===== src/rtl/cpu_pkg.sv =====
// Shared CPU package: default widths/sizes for the register file and the
// architectural register-count constant (r15 is the PC, so general-purpose
// registers are r0..r14).
package cpu_pkg;

  localparam int REG_PC       = 15;
  localparam int DATA_W_DEF   = 32;
  localparam int ADDR_W_DEF   = 4;
  localparam int NUM_REGS_DEF = REG_PC;
  localparam int NUM_RD_DEF   = 2;
  localparam int CNT_W_DEF    = 2;

endpackage


===== src/rtl/regfile_scoreboard_if.sv =====
// Decode/issue/writeback bundle between the pipeline and the register file
// scoreboard.
//   master : pipeline side (drives read addresses, issue, writeback)
//   slave  : register file side (returns read data, hazard, issue_ready,
//            pend_any)
interface regfile_scoreboard_if
  import cpu_pkg::*;
#(
  parameter int DATA_W = DATA_W_DEF,
  parameter int ADDR_W = ADDR_W_DEF,
  parameter int NUM_RD = NUM_RD_DEF
);

  logic [NUM_RD*ADDR_W-1:0] rd_addr;
  logic [NUM_RD-1:0]        rd_use;
  logic [NUM_RD*DATA_W-1:0] rd_data;
  logic                     hazard;
  logic                     issue_en;
  logic [ADDR_W-1:0]        issue_dst;
  logic                     issue_ready;
  logic                     wb_en;
  logic [ADDR_W-1:0]        wb_dst;
  logic [DATA_W-1:0]        wb_data;
  logic                     pend_any;

  modport master (
    output rd_addr, rd_use, issue_en, issue_dst, wb_en, wb_dst, wb_data,
    input  rd_data, hazard, issue_ready, pend_any
  );

  modport slave (
    input  rd_addr, rd_use, issue_en, issue_dst, wb_en, wb_dst, wb_data,
    output rd_data, hazard, issue_ready, pend_any
  );

endinterface


===== src/rtl/pend_counter.sv =====
// Per-register pending-write counter.
//   clk, rst : clock, asynchronous active-high reset
//   inc      : an instruction writing this register issued
//   dec      : a writeback to this register completed
//   cnt      : current count
//   cnt_nxt  : value the counter takes at the next edge
// Saturates at all-ones and never underflows below zero; inc and dec
// together cancel.
module pend_counter #(
  parameter int CNT_W = 2
) (
  input  logic             clk,
  input  logic             rst,
  input  logic             inc,
  input  logic             dec,
  output logic [CNT_W-1:0] cnt,
  output logic [CNT_W-1:0] cnt_nxt
);

  localparam logic [CNT_W-1:0] CNT_MAX = '1;

  logic [CNT_W-1:0] cnt_q;

  // NOTE: every always_comb output gets a default first so no path can
  // leave it unassigned and infer a latch.
  always_comb begin
    cnt_nxt = cnt_q;
    if (inc && !dec && cnt_q != CNT_MAX) begin
      cnt_nxt = cnt_q + CNT_W'(1);
    end else if (dec && !inc && cnt_q != '0) begin
      cnt_nxt = cnt_q - CNT_W'(1);
    end
  end

  // NOTE: sequential state uses non-blocking assignments so all flops
  // update together at the edge regardless of process ordering.
  always_ff @(posedge clk or posedge rst) begin
    if (rst) begin
      cnt_q <= '0;
    end else begin
      cnt_q <= cnt_nxt;
    end
  end

  assign cnt = cnt_q;

endmodule


===== src/rtl/regfile_scoreboard.sv =====
// Register file with write-through bypass and a per-register pending-write
// scoreboard.
//   clk, rst : clock, asynchronous active-high reset
//   bus      : slave side of regfile_scoreboard_if
//     rd_addr/rd_use -> rd_data (combinational reads), hazard (stall decode)
//     issue_en/issue_dst -> issue_ready (destination counter has room)
//     wb_en/wb_dst/wb_data : register writeback
//     pend_any : registered OR of all pending counters
// Addresses >= NUM_REGS read as zero and are ignored for writes/issues.
module regfile_scoreboard
  import cpu_pkg::*;
#(
  parameter int DATA_W   = DATA_W_DEF,
  parameter int NUM_REGS = NUM_REGS_DEF,
  parameter int ADDR_W   = ADDR_W_DEF,
  parameter int NUM_RD   = NUM_RD_DEF,
  parameter int CNT_W    = CNT_W_DEF
) (
  input logic                clk,
  input logic                rst,
  regfile_scoreboard_if.slave bus
);

  localparam logic [CNT_W-1:0] CNT_MAX = '1;

  function automatic logic in_range(input logic [ADDR_W-1:0] a);
    return int'(a) < NUM_REGS;
  endfunction

  logic [DATA_W-1:0] regs     [NUM_REGS];
  logic [CNT_W-1:0]  pend_cnt [NUM_REGS];
  logic [CNT_W-1:0]  pend_nxt [NUM_REGS];
  logic [NUM_REGS-1:0] inc;
  logic [NUM_REGS-1:0] dec;
  logic [ADDR_W-1:0] rd_addr_a [NUM_RD];

  logic wb_valid;
  logic issue_ready;
  logic pend_any_q;
  logic any_nxt;

  assign wb_valid = bus.wb_en && in_range(bus.wb_dst);

  always_comb begin
    for (int k = 0; k < NUM_RD; k++) begin
      rd_addr_a[k] = bus.rd_addr[k*ADDR_W +: ADDR_W];
    end
  end

  // A full destination counter blocks issue unless a writeback to the same
  // register drains one slot this cycle.
  always_comb begin
    issue_ready = 1'b1;
    if (in_range(bus.issue_dst) && pend_cnt[bus.issue_dst] == CNT_MAX &&
        !(wb_valid && bus.wb_dst == bus.issue_dst)) begin
      issue_ready = 1'b0;
    end
  end

  assign bus.issue_ready = issue_ready;

  // Operand hazard: an outstanding write that is not being retired this
  // cycle. The decoding instruction's own issue only counts from next cycle.
  always_comb begin
    logic             raw;
    logic [CNT_W-1:0] cnt;
    logic             wb_hit;
    raw    = 1'b0;
    cnt    = '0;
    wb_hit = 1'b0;
    for (int k = 0; k < NUM_RD; k++) begin
      if (bus.rd_use[k] && in_range(rd_addr_a[k])) begin
        cnt    = pend_cnt[rd_addr_a[k]];
        wb_hit = wb_valid && bus.wb_dst == rd_addr_a[k];
        if (cnt != '0 && !(cnt == CNT_W'(1) && wb_hit)) begin
          raw = 1'b1;
        end
      end
    end
    bus.hazard = raw || (bus.issue_en && !issue_ready);
  end

  // Combinational reads with write-through bypass.
  always_comb begin
    bus.rd_data = '0;
    for (int k = 0; k < NUM_RD; k++) begin
      if (wb_valid && bus.wb_dst == rd_addr_a[k]) begin
        bus.rd_data[k*DATA_W +: DATA_W] = bus.wb_data;
      end else if (in_range(rd_addr_a[k])) begin
        bus.rd_data[k*DATA_W +: DATA_W] = regs[rd_addr_a[k]];
      end
    end
  end

  // NOTE: the register array is reset because reads after reset must return
  // zero; this keeps it in flops rather than a RAM macro.
  always_ff @(posedge clk or posedge rst) begin
    if (rst) begin
      for (int r = 0; r < NUM_REGS; r++) begin
        regs[r] <= '0;
      end
    end else if (wb_valid) begin
      regs[bus.wb_dst] <= bus.wb_data;
    end
  end

  for (genvar r = 0; r < NUM_REGS; r++) begin : g_pend
    assign inc[r] = bus.issue_en && issue_ready && bus.issue_dst == ADDR_W'(r);
    assign dec[r] = bus.wb_en && bus.wb_dst == ADDR_W'(r);

    pend_counter #(
      .CNT_W (CNT_W)
    ) u_cnt (
      .clk     (clk),
      .rst     (rst),
      .inc     (inc[r]),
      .dec     (dec[r]),
      .cnt     (pend_cnt[r]),
      .cnt_nxt (pend_nxt[r])
    );
  end

  always_comb begin
    any_nxt = 1'b0;
    for (int r = 0; r < NUM_REGS; r++) begin
      any_nxt = any_nxt | (pend_nxt[r] != '0);
    end
  end

  always_ff @(posedge clk or posedge rst) begin
    if (rst) begin
      pend_any_q <= 1'b0;
    end else begin
      pend_any_q <= any_nxt;
    end
  end

  assign bus.pend_any = pend_any_q;

endmodule


===== src/flat_wrapper.sv =====
// flat-port wrapper written by rule: the top's interface ports become plain ports
module regfile_scoreboard_flat import cpu_pkg::*;
#(
  parameter int DATA_W   = DATA_W_DEF,
  parameter int NUM_REGS = NUM_REGS_DEF,
  parameter int ADDR_W   = ADDR_W_DEF,
  parameter int NUM_RD   = NUM_RD_DEF,
  parameter int CNT_W    = CNT_W_DEF
)
  (clk, rst, bus_rd_addr, bus_rd_use, bus_issue_en, bus_issue_dst, bus_wb_en, bus_wb_dst, bus_wb_data, bus_rd_data, bus_hazard, bus_issue_ready, bus_pend_any);
  regfile_scoreboard_if #(.DATA_W(DATA_W), .ADDR_W(ADDR_W), .NUM_RD(NUM_RD)) bus_i ();
  input logic clk;
  input logic rst;
  input wire logic [$bits(bus_i.rd_addr)-1:0] bus_rd_addr;
  input wire logic [$bits(bus_i.rd_use)-1:0] bus_rd_use;
  input wire logic [$bits(bus_i.issue_en)-1:0] bus_issue_en;
  input wire logic [$bits(bus_i.issue_dst)-1:0] bus_issue_dst;
  input wire logic [$bits(bus_i.wb_en)-1:0] bus_wb_en;
  input wire logic [$bits(bus_i.wb_dst)-1:0] bus_wb_dst;
  input wire logic [$bits(bus_i.wb_data)-1:0] bus_wb_data;
  output wire logic [$bits(bus_i.rd_data)-1:0] bus_rd_data;
  output wire logic [$bits(bus_i.hazard)-1:0] bus_hazard;
  output wire logic [$bits(bus_i.issue_ready)-1:0] bus_issue_ready;
  output wire logic [$bits(bus_i.pend_any)-1:0] bus_pend_any;
  assign bus_i.rd_addr = bus_rd_addr;
  assign bus_i.rd_use = bus_rd_use;
  assign bus_i.issue_en = bus_issue_en;
  assign bus_i.issue_dst = bus_issue_dst;
  assign bus_i.wb_en = bus_wb_en;
  assign bus_i.wb_dst = bus_wb_dst;
  assign bus_i.wb_data = bus_wb_data;
  assign bus_rd_data = bus_i.rd_data;
  assign bus_hazard = bus_i.hazard;
  assign bus_issue_ready = bus_i.issue_ready;
  assign bus_pend_any = bus_i.pend_any;
  regfile_scoreboard #(.DATA_W(DATA_W), .NUM_REGS(NUM_REGS), .ADDR_W(ADDR_W), .NUM_RD(NUM_RD), .CNT_W(CNT_W)) u_core (.clk(clk), .rst(rst), .bus(bus_i));
endmodule

===== config.mk =====
export PLATFORM = sky130hd
export DESIGN_NAME = regfile_scoreboard_flat
export DESIGN_NICKNAME = d
export VERILOG_FILES = /design/src/rtl/cpu_pkg.sv /design/src/rtl/regfile_scoreboard_if.sv /design/src/rtl/pend_counter.sv /design/src/rtl/regfile_scoreboard.sv /design/src/flat_wrapper.sv
export SDC_FILE = /design/constraint.sdc
export NUM_CORES = 1
export LEC_CHECK = 0
export ABC_AREA = 1
export BUFFER_PORTS_ARGS = -buffer_cell sky130_fd_sc_hd__buf_2
export CAP_MARGIN = 25
export CORE_MARGIN = 2
export CORE_UTILIZATION = 45
export CTS_BUF_LIST = sky130_fd_sc_hd__clkbuf_4
export DETAILED_ROUTE_END_ITERATION = 6
export GPL_ROUTABILITY_DRIVEN = 0
export PLACE_DENSITY = 0.62
export SYNTH_ARGS = -nofsm -noshare
export SYNTH_HDL_FRONTEND = slang
export SYNTH_SLANG_ARGS = --single-unit

===== constraint.sdc =====
create_clock -name clk -period 21.5 [get_ports clk]
set_clock_uncertainty 0.1 [all_clocks]
set_input_delay 1.075 -clock clk [delete_from_list [all_inputs] [get_ports clk]]
set_output_delay 1.075 -clock clk [all_outputs]
set_load 0.03 [all_outputs]

==> flow_summary.json, run 1 <==
{
  "run_status": "finished with violations",
  "violations": "design-rule violations",
  "power.total_w": 0.00311,
  "synth-adder-area-share": 0.0129,
  "ys_top_cells_by_count": "o21ai_0 (913), nand2_1 (813), dfrtp_1 (511), inv_1 (392), a21oi_1 (315)",
  "ys_seq_area_frac": 0.439,
  "synth_compound_gate_area_share": 0.292,
  "wl_per_cell_um": 23.4,
  "numCtsBuffers": 145,
  "p_int_w": 0.00197,
  "synth-edff-count": 0,
  "grt_start_max_net_pins": 167,
  "cts_root_buffer": "clkbuf_4",
  "synth_top_family_by_area": "compound AO/OA/AOI/OAI gates",
  "synthesis.area_um2": 29200,
  "r2r-start": "u_core.g_pend[3].u_cnt.cnt[0]$_DFF_PP0_",
  "power_leakage_nw": 14.5,
  "initial_utilization": 0.454,
  "tightest_slew_ns": 1.09,
  "cp.required_ns": 20.33,
  "p_clk_frac": 0.306,
  "cts_tree": "yes",
  "syn_nets": 4027,
  "powerDensity_nw_per_um2": 97.2,
  "drt-pass1-iter-count": 7,
  "drive_gt1_frac": 0.112,
  "hold-worst-slack_ns": 0.156,
  "grt_setup_unrepaired": "false",
  "top_usage_layer": "met2",
  "setup_viol": 0,
  "maxSlewViolCount": 0,
  "fmax_mhz": 152,
  "ctsResizeCount": 0,
  "max_stage_delay_ns": 0.67,
  "cp-end-kind": "output pin",
  "startpoint_type": "primary input",
  "path_max_fanout": 30,
  "min_path_type": "primary input to asynchronous set/reset pin",
  "synthArstFlopShare": 1.00,
  "netlist.area_leader.share": 0.439,
  "antenna_found_initial": 5,
  "post-route-drc-count": 1,
  "grt_remaining_overflow": 0,
  "period_share": 0.306,
  "dpl.hpwl_mm": 62.8,
  "crit_top_cell": "o21ai_0",
  "yosysWarningCount": 0,
  "hold_violations": 0,
  "ir_worst_vdd_uv": 47.7,
  "vias_per_cell": 6.02,
  "final.setup.tns_ns": 0,
  "grt_pass1_vias": 27800,
  "r2r_cells": 18,
  "die_h_um": 259,
  "ff2ff_setup_slack_ns": 18.07,
  "syn_inst": 3943,
  "clk_path_buf_depth": 3,
  "clkTransAtPathRegs_ns": 0.07,
  "period_minus_slack_ns": 6.58,
  "cts_sinks": 511,
  "drt_iter0_drc": 3855,
  "crit_family": "buffers and inverters",
  "ys_ff_latch": 511,
  "muxShareOfSynthArea": 0,
  "use_met2": 0.498,
  "cap_violations": 0,
  "p_sw_frac": 0.368,
  "cts_setup_buffers": 0,
  "yosys.cell_count.top_type": "o21ai_0",
  "synthFlopType": "dfrtp_1",
  "power_frac_comb": 0.262,
  "cts-hold-fix-buffers": 0,
  "synth_top_area_cell": "dfrtp_1",
  "worstSetupPathType": "primary input to output pin",
  "p_sw_w": 0.00115,
  "synth_area_leaders": "dfrtp_1 (44%), o21ai_0 (16%), nand2_1 (10%), a21oi_1 (5.4%), inv_1 (5.0%)",
  "cp_slowest_cell": "inv_2",
  "fp.dieW_um": 259,
  "grtUsageMet3": 0.0722,
  "r2r_end": "u_core.bus.pend_any$_DFF_PP0_",
  "grt_usage": 0.343,
  "grt_pass1_wl_mm": 174,
  "cp_num_buf_inv": 5,
  "routed_wl_mm": 115,
  "postRouteAntennaNets": 0,
  "p_seq_frac": 0.432,
  "synth-xor-area-share": 0.00240,
  "coreArea_um2": 64200,
  "areaGrowthSynthToFinish_pct": 9.84,
  "path_cells": "buf_2, nand2_2, buf_4, inv_2, buf_4, a22oi_1, nand3_1, o21ai_0, a21oi_1, o21ai_0, o21ai_0, buf_2",
  "rows": 93,
  "synth-simple-area-share": 0.157,
  "grtUsageMet1": 0.489,
  "port_buffers": 120,
  "ioPinCount": 121,
  "nets": 4012,
  "cp.arrival_ns": 5.41,
  "slew_headroom": 0.274,
  "htree_levels": 4,
  "synth_area_per_cell_um2": 7.39,
  "synth.distinct_cells": 41,
  "clock_latency_ns": 1.00,
  "die-area_um2": 66800,
  "vias": 29500
}
## through the flow
step	util	cells	setup slack (ns)	area [um^2]
2_1_floorplan	-	3943	6.05	29200
3_3_place_gp	0.468	4633	15.24	30000
3_5_place_dp	0.468	4634	15.20	30100
4_1_cts	0.498	4895	15.17	32000
5_1_grt	0.499	4899	15.00	32000
6_report	0.499	4899	14.92	32000
## worst max-delay path by stage
stage	cells after the start	startpoint	slack (ns)	end
after floorplan	1	rst	6.05	u_core.bus.pend_any$_DFF_PP0_
after global routing	12	bus_rd_addr[0]	15.00	bus_rd_data[20]
after detailed placement	12	bus_rd_addr[0]	15.20	bus_rd_data[20]
after global placement	12	bus_rd_addr[0]	15.24	bus_rd_data[20]
after CTS	12	bus_rd_addr[0]	15.17	bus_rd_data[20]
final	12	bus_rd_addr[0]	14.92	bus_rd_data[20]
## layout make-up
class | instances | area (um^2)
fill | 6538 | 32200
multi-input combinational | 2693 | 13600
sequential | 511 | 12800
clock buffer | 217 | 1630
inverter | 401 | 1520
timing repair buffer | 176 | 1090
tap | 855 | 1070
clock inverter | 44 | 277
antenna | 2 | 5.00
## power by group through the flow
stage	Combinational [W]	Clock, W	Sequential (W)
after floorplan	0.000593	0	0.00131
after global placement	0.000788	0	0.00135
after detailed placement	0.000800	0	0.00135
after CTS	0.000804	0.000969	0.00134
after global routing	0.000925	0.00102	0.00137
final	0.000816	0.000953	0.00134
## registers in the layout (all words and copies together), names as in the netlist
signal,flops
u_core.bus.pend_any,1
u_core.g_pend.u_cnt.cnt,30
u_core.regs,480
## per-layer routing
metal | vias to the layer above | part of all wire
li1 | 13500 | -
met1 | 13900 | 0.42
met2 | 1771 | 0.42
met3 | 303 | 0.11
met4 | 2 | 0.045
met5 | - | 0.000087
## logic make-up after synthesis
logic type | Yosys count
and+or+nand+nor | 1138
xor gates and xnor gates | 8
AOI/OAI and AO/OA | 1517
buffers and inverters | 739
adders and majority gates | 30
DFF | 511
## worst register-to-register path, stage by stage, from the launching register on
cell     delay, ns
dfrtp_1       0.49
nand2_1       0.10
nand2_1       0.09
nand2_1       0.05
nand2_1       0.08
nand2_1       0.05
nand2_1       0.06
inv_1         0.04
nand2_1       0.07
nand3_2       0.62
and2_1        0.58
nand2_1       0.17
nand3_1       0.08
nand2_1       0.06
nor2_1        0.04
nor2_1        0.21
nand2_1       0.09
nor2_1        0.17
nand3_1       0.15
## layout by cell type, fill, tap and decap left out, types with 2 or more instances in the layout
master / instances
a211oi_1: 10
o221ai_1: 75
clkinv_2: 2
buf_4: 55
bufinv_16: 4
nand3_1: 103
buf_12: 2
inv_2: 19
nand2_1: 810
nand2_2: 2
a221oi_1: 36
nand4_1: 21
clkinv_1: 33
buf_16: 2
xor2_1: 4
buf_2: 117
nand3_2: 2
o311ai_0: 7
a21oi_1: 315
nand3b_1: 2
diode_2: 2
nor3_1: 5
inv_1: 383
dfrtp_1: 511
o21ai_1: 4
xnor2_1: 4
nor2_1: 165
nor2_4: 13
clkbuf_4: 217
o2111ai_1: 58
nand4_2: 9
nor2_2: 3
a22oi_1: 45
ha_1: 30
o22ai_1: 11
o211ai_1: 38
o21ai_0: 913
(Power assumes the default switching activity.)
==> run 2: changes to the inputs <==
ABC_AREA = 0   (was 1)
PLACE_DENSITY = 0.65   (was 0.62)
clock period = 5.82 ns   (was 21.5 ns; I/O delays follow)
==> run 2 against run 1 <==
Against the previous run:
- the flow now finishes without violations
- final area up 4.4%
- first-iteration DRC count shrank 32%
- synthesized area increased by 1.4%
- worst hold slack worse by 0.050 ns
- combinational power increased to 4.4 times the previous value
- core utilization increased by 1.8 points
==> flow_summary.json, run 2 <==
{
  "hold_violations": 0,
  "yosysWarningCount": 0,
  "final_common_cell": "dfrtp_1",
  "synth.distinct_cells": 61,
  "clock_latency_ns": 1.00,
  "power_leakage_nw": 14.7,
  "dpl.hpwl_mm": 50.7,
  "synth_area_per_cell_um2": 12.4,
  "coreArea_um2": 64700,
  "htree_levels": 4,
  "largest_register_ffs": 480,
  "syn_inst": 2380,
  "netlist.area_leader.share": 0.433,
  "wl_per_cell_um": 25.9,
  "vias_per_cell": 6.26,
  "final.setup.tns_ns": 0,
  "routed_wl_mm": 90.5,
  "synth_area_leaders": "dfrtp_1 (43%), mux4_2 (21%), mux2_2 (15%), nand2_1 (6.1%), mux2i_1 (2.6%)",
  "synthFlopType": "dfrtp_1",
  "path_cells": "dlygate4sd3_1, buf_2, nand2_1, o21ai_0, nor2_4, a41oi_4, buf_4, a22o_1, buf_2",
  "powerDensity_nw_per_um2": 363,
  "place_inst": 3194,
  "cp.arrival_ns": 3.91,
  "holdPathStages": 4,
  "crit_top_cell": "buf_2",
  "crit_family": "buffers and inverters",
  "rows": 93,
  "ys_top_cells_by_count": "dfrtp_1 (511), nand2_1 (482), mux2_2 (385), mux4_2 (272), clkbuf_1 (164)",
  "path_max_fanout": 20,
  "die_h_um": 260,
  "ioPinCount": 121,
  "fp.dieW_um": 260,
  "port_buffers": 120,
  "critPathCapture": "bus_rd_data[16]",
  "synth-edff-count": 0,
  "drive_gt1_frac": 0.410,
  "cts_sinks": 511,
  "r2r_end": "u_core.bus.pend_any$_DFF_PP0_",
  "cts_tree": "yes",
  "r2r-start": "u_core.g_pend[1].u_cnt.cnt[1]$_DFF_PP0_",
  "worstSetupPathType": "primary input to output pin",
  "r2r_cells": 11,
  "initial_utilization": 0.457,
  "ir_worst_vdd_uv": 193,
  "cap_violations": 0,
  "period_share": 0.739,
  "postRouteAntennaNets": 0,
  "cp_slowest_cell": "o21ai_0",
  "min_path_type": "primary input to flop",
  "maxSlewViolCount": 0,
  "areaGrowthSynthToFinish_pct": 13.2,
  "run_status": "finished, final reports clean",
  "ys_ff_latch": 511,
  "cts_root_buffer": "clkbuf_4",
  "ctsResizeCount": 0,
  "die-area_um2": 67800,
  "grt_pass1_vias": 22800,
  "grt_pass1_wl_mm": 138,
  "post-route-drc-count": 0,
  "ys_seq_area_frac": 0.433,
  "slew_headroom": 0.292,
  "drt_iter0_drc": 2610,
  "cp.required_ns": 5.43,
  "grt_remaining_overflow": 0,
  "tightest_slew_ns": 1.06,
  "max_stage_delay_ns": 0.63,
  "setup_viol": 0,
  "synthesis.area_um2": 29600,
  "fill_cells": 5641,
  "syn_nets": 2464,
  "grt_setup_unrepaired": "false",
  "layout_common_cells": "dfrtp_1 (511), nand2_1 (477), mux2_2 (385)",
  "cp-end-kind": "output pin",
  "startpoint_type": "primary input",
  "period_minus_slack_ns": 4.30,
  "cp_num_buf_inv": 4,
  "largest-register": "u_core.regs",
  "drt-pass1-iter-count": 7,
  "synth_top_area_cell": "dfrtp_1",
  "hold-worst-slack_ns": 0.106,
  "setup.worst_path.start": "bus_wb_dst[0]",
  "clkTransAtPathRegs_ns": 0.06,
  "fmax_mhz": 233,
  "nets": 2623,
  "ff2ff_setup_slack_ns": 1.75,
  "synthArstFlopShare": 1.00,
  "cp.depth": 9,
  "yosys.cell_count.top_type": "dfrtp_1",
  "numCtsBuffers": 143,
  "vias": 21900,
  "antenna_found_initial": 3,
  "final_cells": 3494,
  "grt_usage": 0.273,
  "clk_path_buf_depth": 3,
  "grt_start_max_net_pins": 163
}
[run 2: worst reg2reg max path: stages, from the launching register on]
cell	delay, ns
dfrtp_1	0.46
mux4_2	0.48
a22o_1	0.27
a31oi_4	0.51
nor3_2	0.11
inv_1	0.37
buf_4	0.29
o211ai_1	0.13
a32o_1	0.26
or4_1	0.51
nor4_1	0.29
nand4_1	0.14
[run 2: cell type report]
type / count / area [um^2] / area share
Multi-Input combinational cell: 1624 / 16000 / 0.478
Sequential cell: 511 / 12800 / 0.382
Timing Repair Buffer: 219 / 1620 / 0.0485
Clock buffer: 210 / 1580 / 0.0471
Tap cell: 855 / 1070 / 0.0320
Clock inverter: 31 / 251 / 0.00752
Inverter: 40 / 154 / 0.00460
Antenna cell: 4 / 10.0 / 0.000299
[run 2: metal layers]
layer / GRT usage / vias to the layer above / part of all wire
met5: 0 / - / 0.00012
met4: 0.102 / 2 / 0.030
met3: 0.0678 / 201 / 0.091
met2: 0.421 / 1055 / 0.47
met1: 0.375 / 11400 / 0.41
li1: - / 9182 / -
[run 2: what timing repair did]
action / in CTS / in global routing
setup endpoints to repair: 0 / 0
endpoints found under the hold margin: 803 / 0
hold buffers: 54 / 0
setup buffers: 0 / 0
[run 2: through the flow]
step                      cell area (um^2)  worst slack, ns  total power (W)   util
final                                33400             1.52           0.0121  0.517
after global routing                 33400             1.35           0.0128  0.517
after CTS                            33400             1.53           0.0122  0.517
after detailed placement             31000             1.65          0.00869  0.480
after global placement               31000             1.73          0.00848  0.480
after floorplan                      29600            -1.51          0.00769      -
[run 2: worst min path at each step]
stage,startpoint,endpoint
finish,bus_wb_data[10],u_core.regs[330]$_DFFE_PP0P_
global route,bus_wb_data[10],u_core.regs[394]$_DFFE_PP0P_
CTS,bus_issue_dst[1],u_core.g_pend[11].u_cnt.cnt[1]$_DFF_PP0_
detailed placement,rst,u_core.regs[59]$_DFFE_PP0P_
global placement,rst,u_core.regs[91]$_DFFE_PP0P_
floorplan,bus_wb_data[29],u_core.regs[157]$_DFFE_PP0P_
[run 2: logic make-up (layout without fill, tap and decap cells)]
logic type                 after synthesis  in the layout  synth area share
xor gates and xnor gates                27             27           0.00800
buffers and inverters                  245            500            0.0318
adders and majority gates               30             30            0.0127
muxes                                  735            735             0.380
DFF                                    511            511             0.433
other                                    0              4                 0
and+or+nand+nor                        621            621            0.0859
AOI/OAI and AO/OA                      211            211            0.0486
[run 2: power breakdown]
part / leakage, nW / switching (W) / internal [W]
registers: 6.32 / 0.000723 / 0.00440
logic: 7.25 / 0.00170 / 0.00189
clock network: 1.10 / 0.00157 / 0.00186
total: 14.7 / 0.00399 / 0.00815
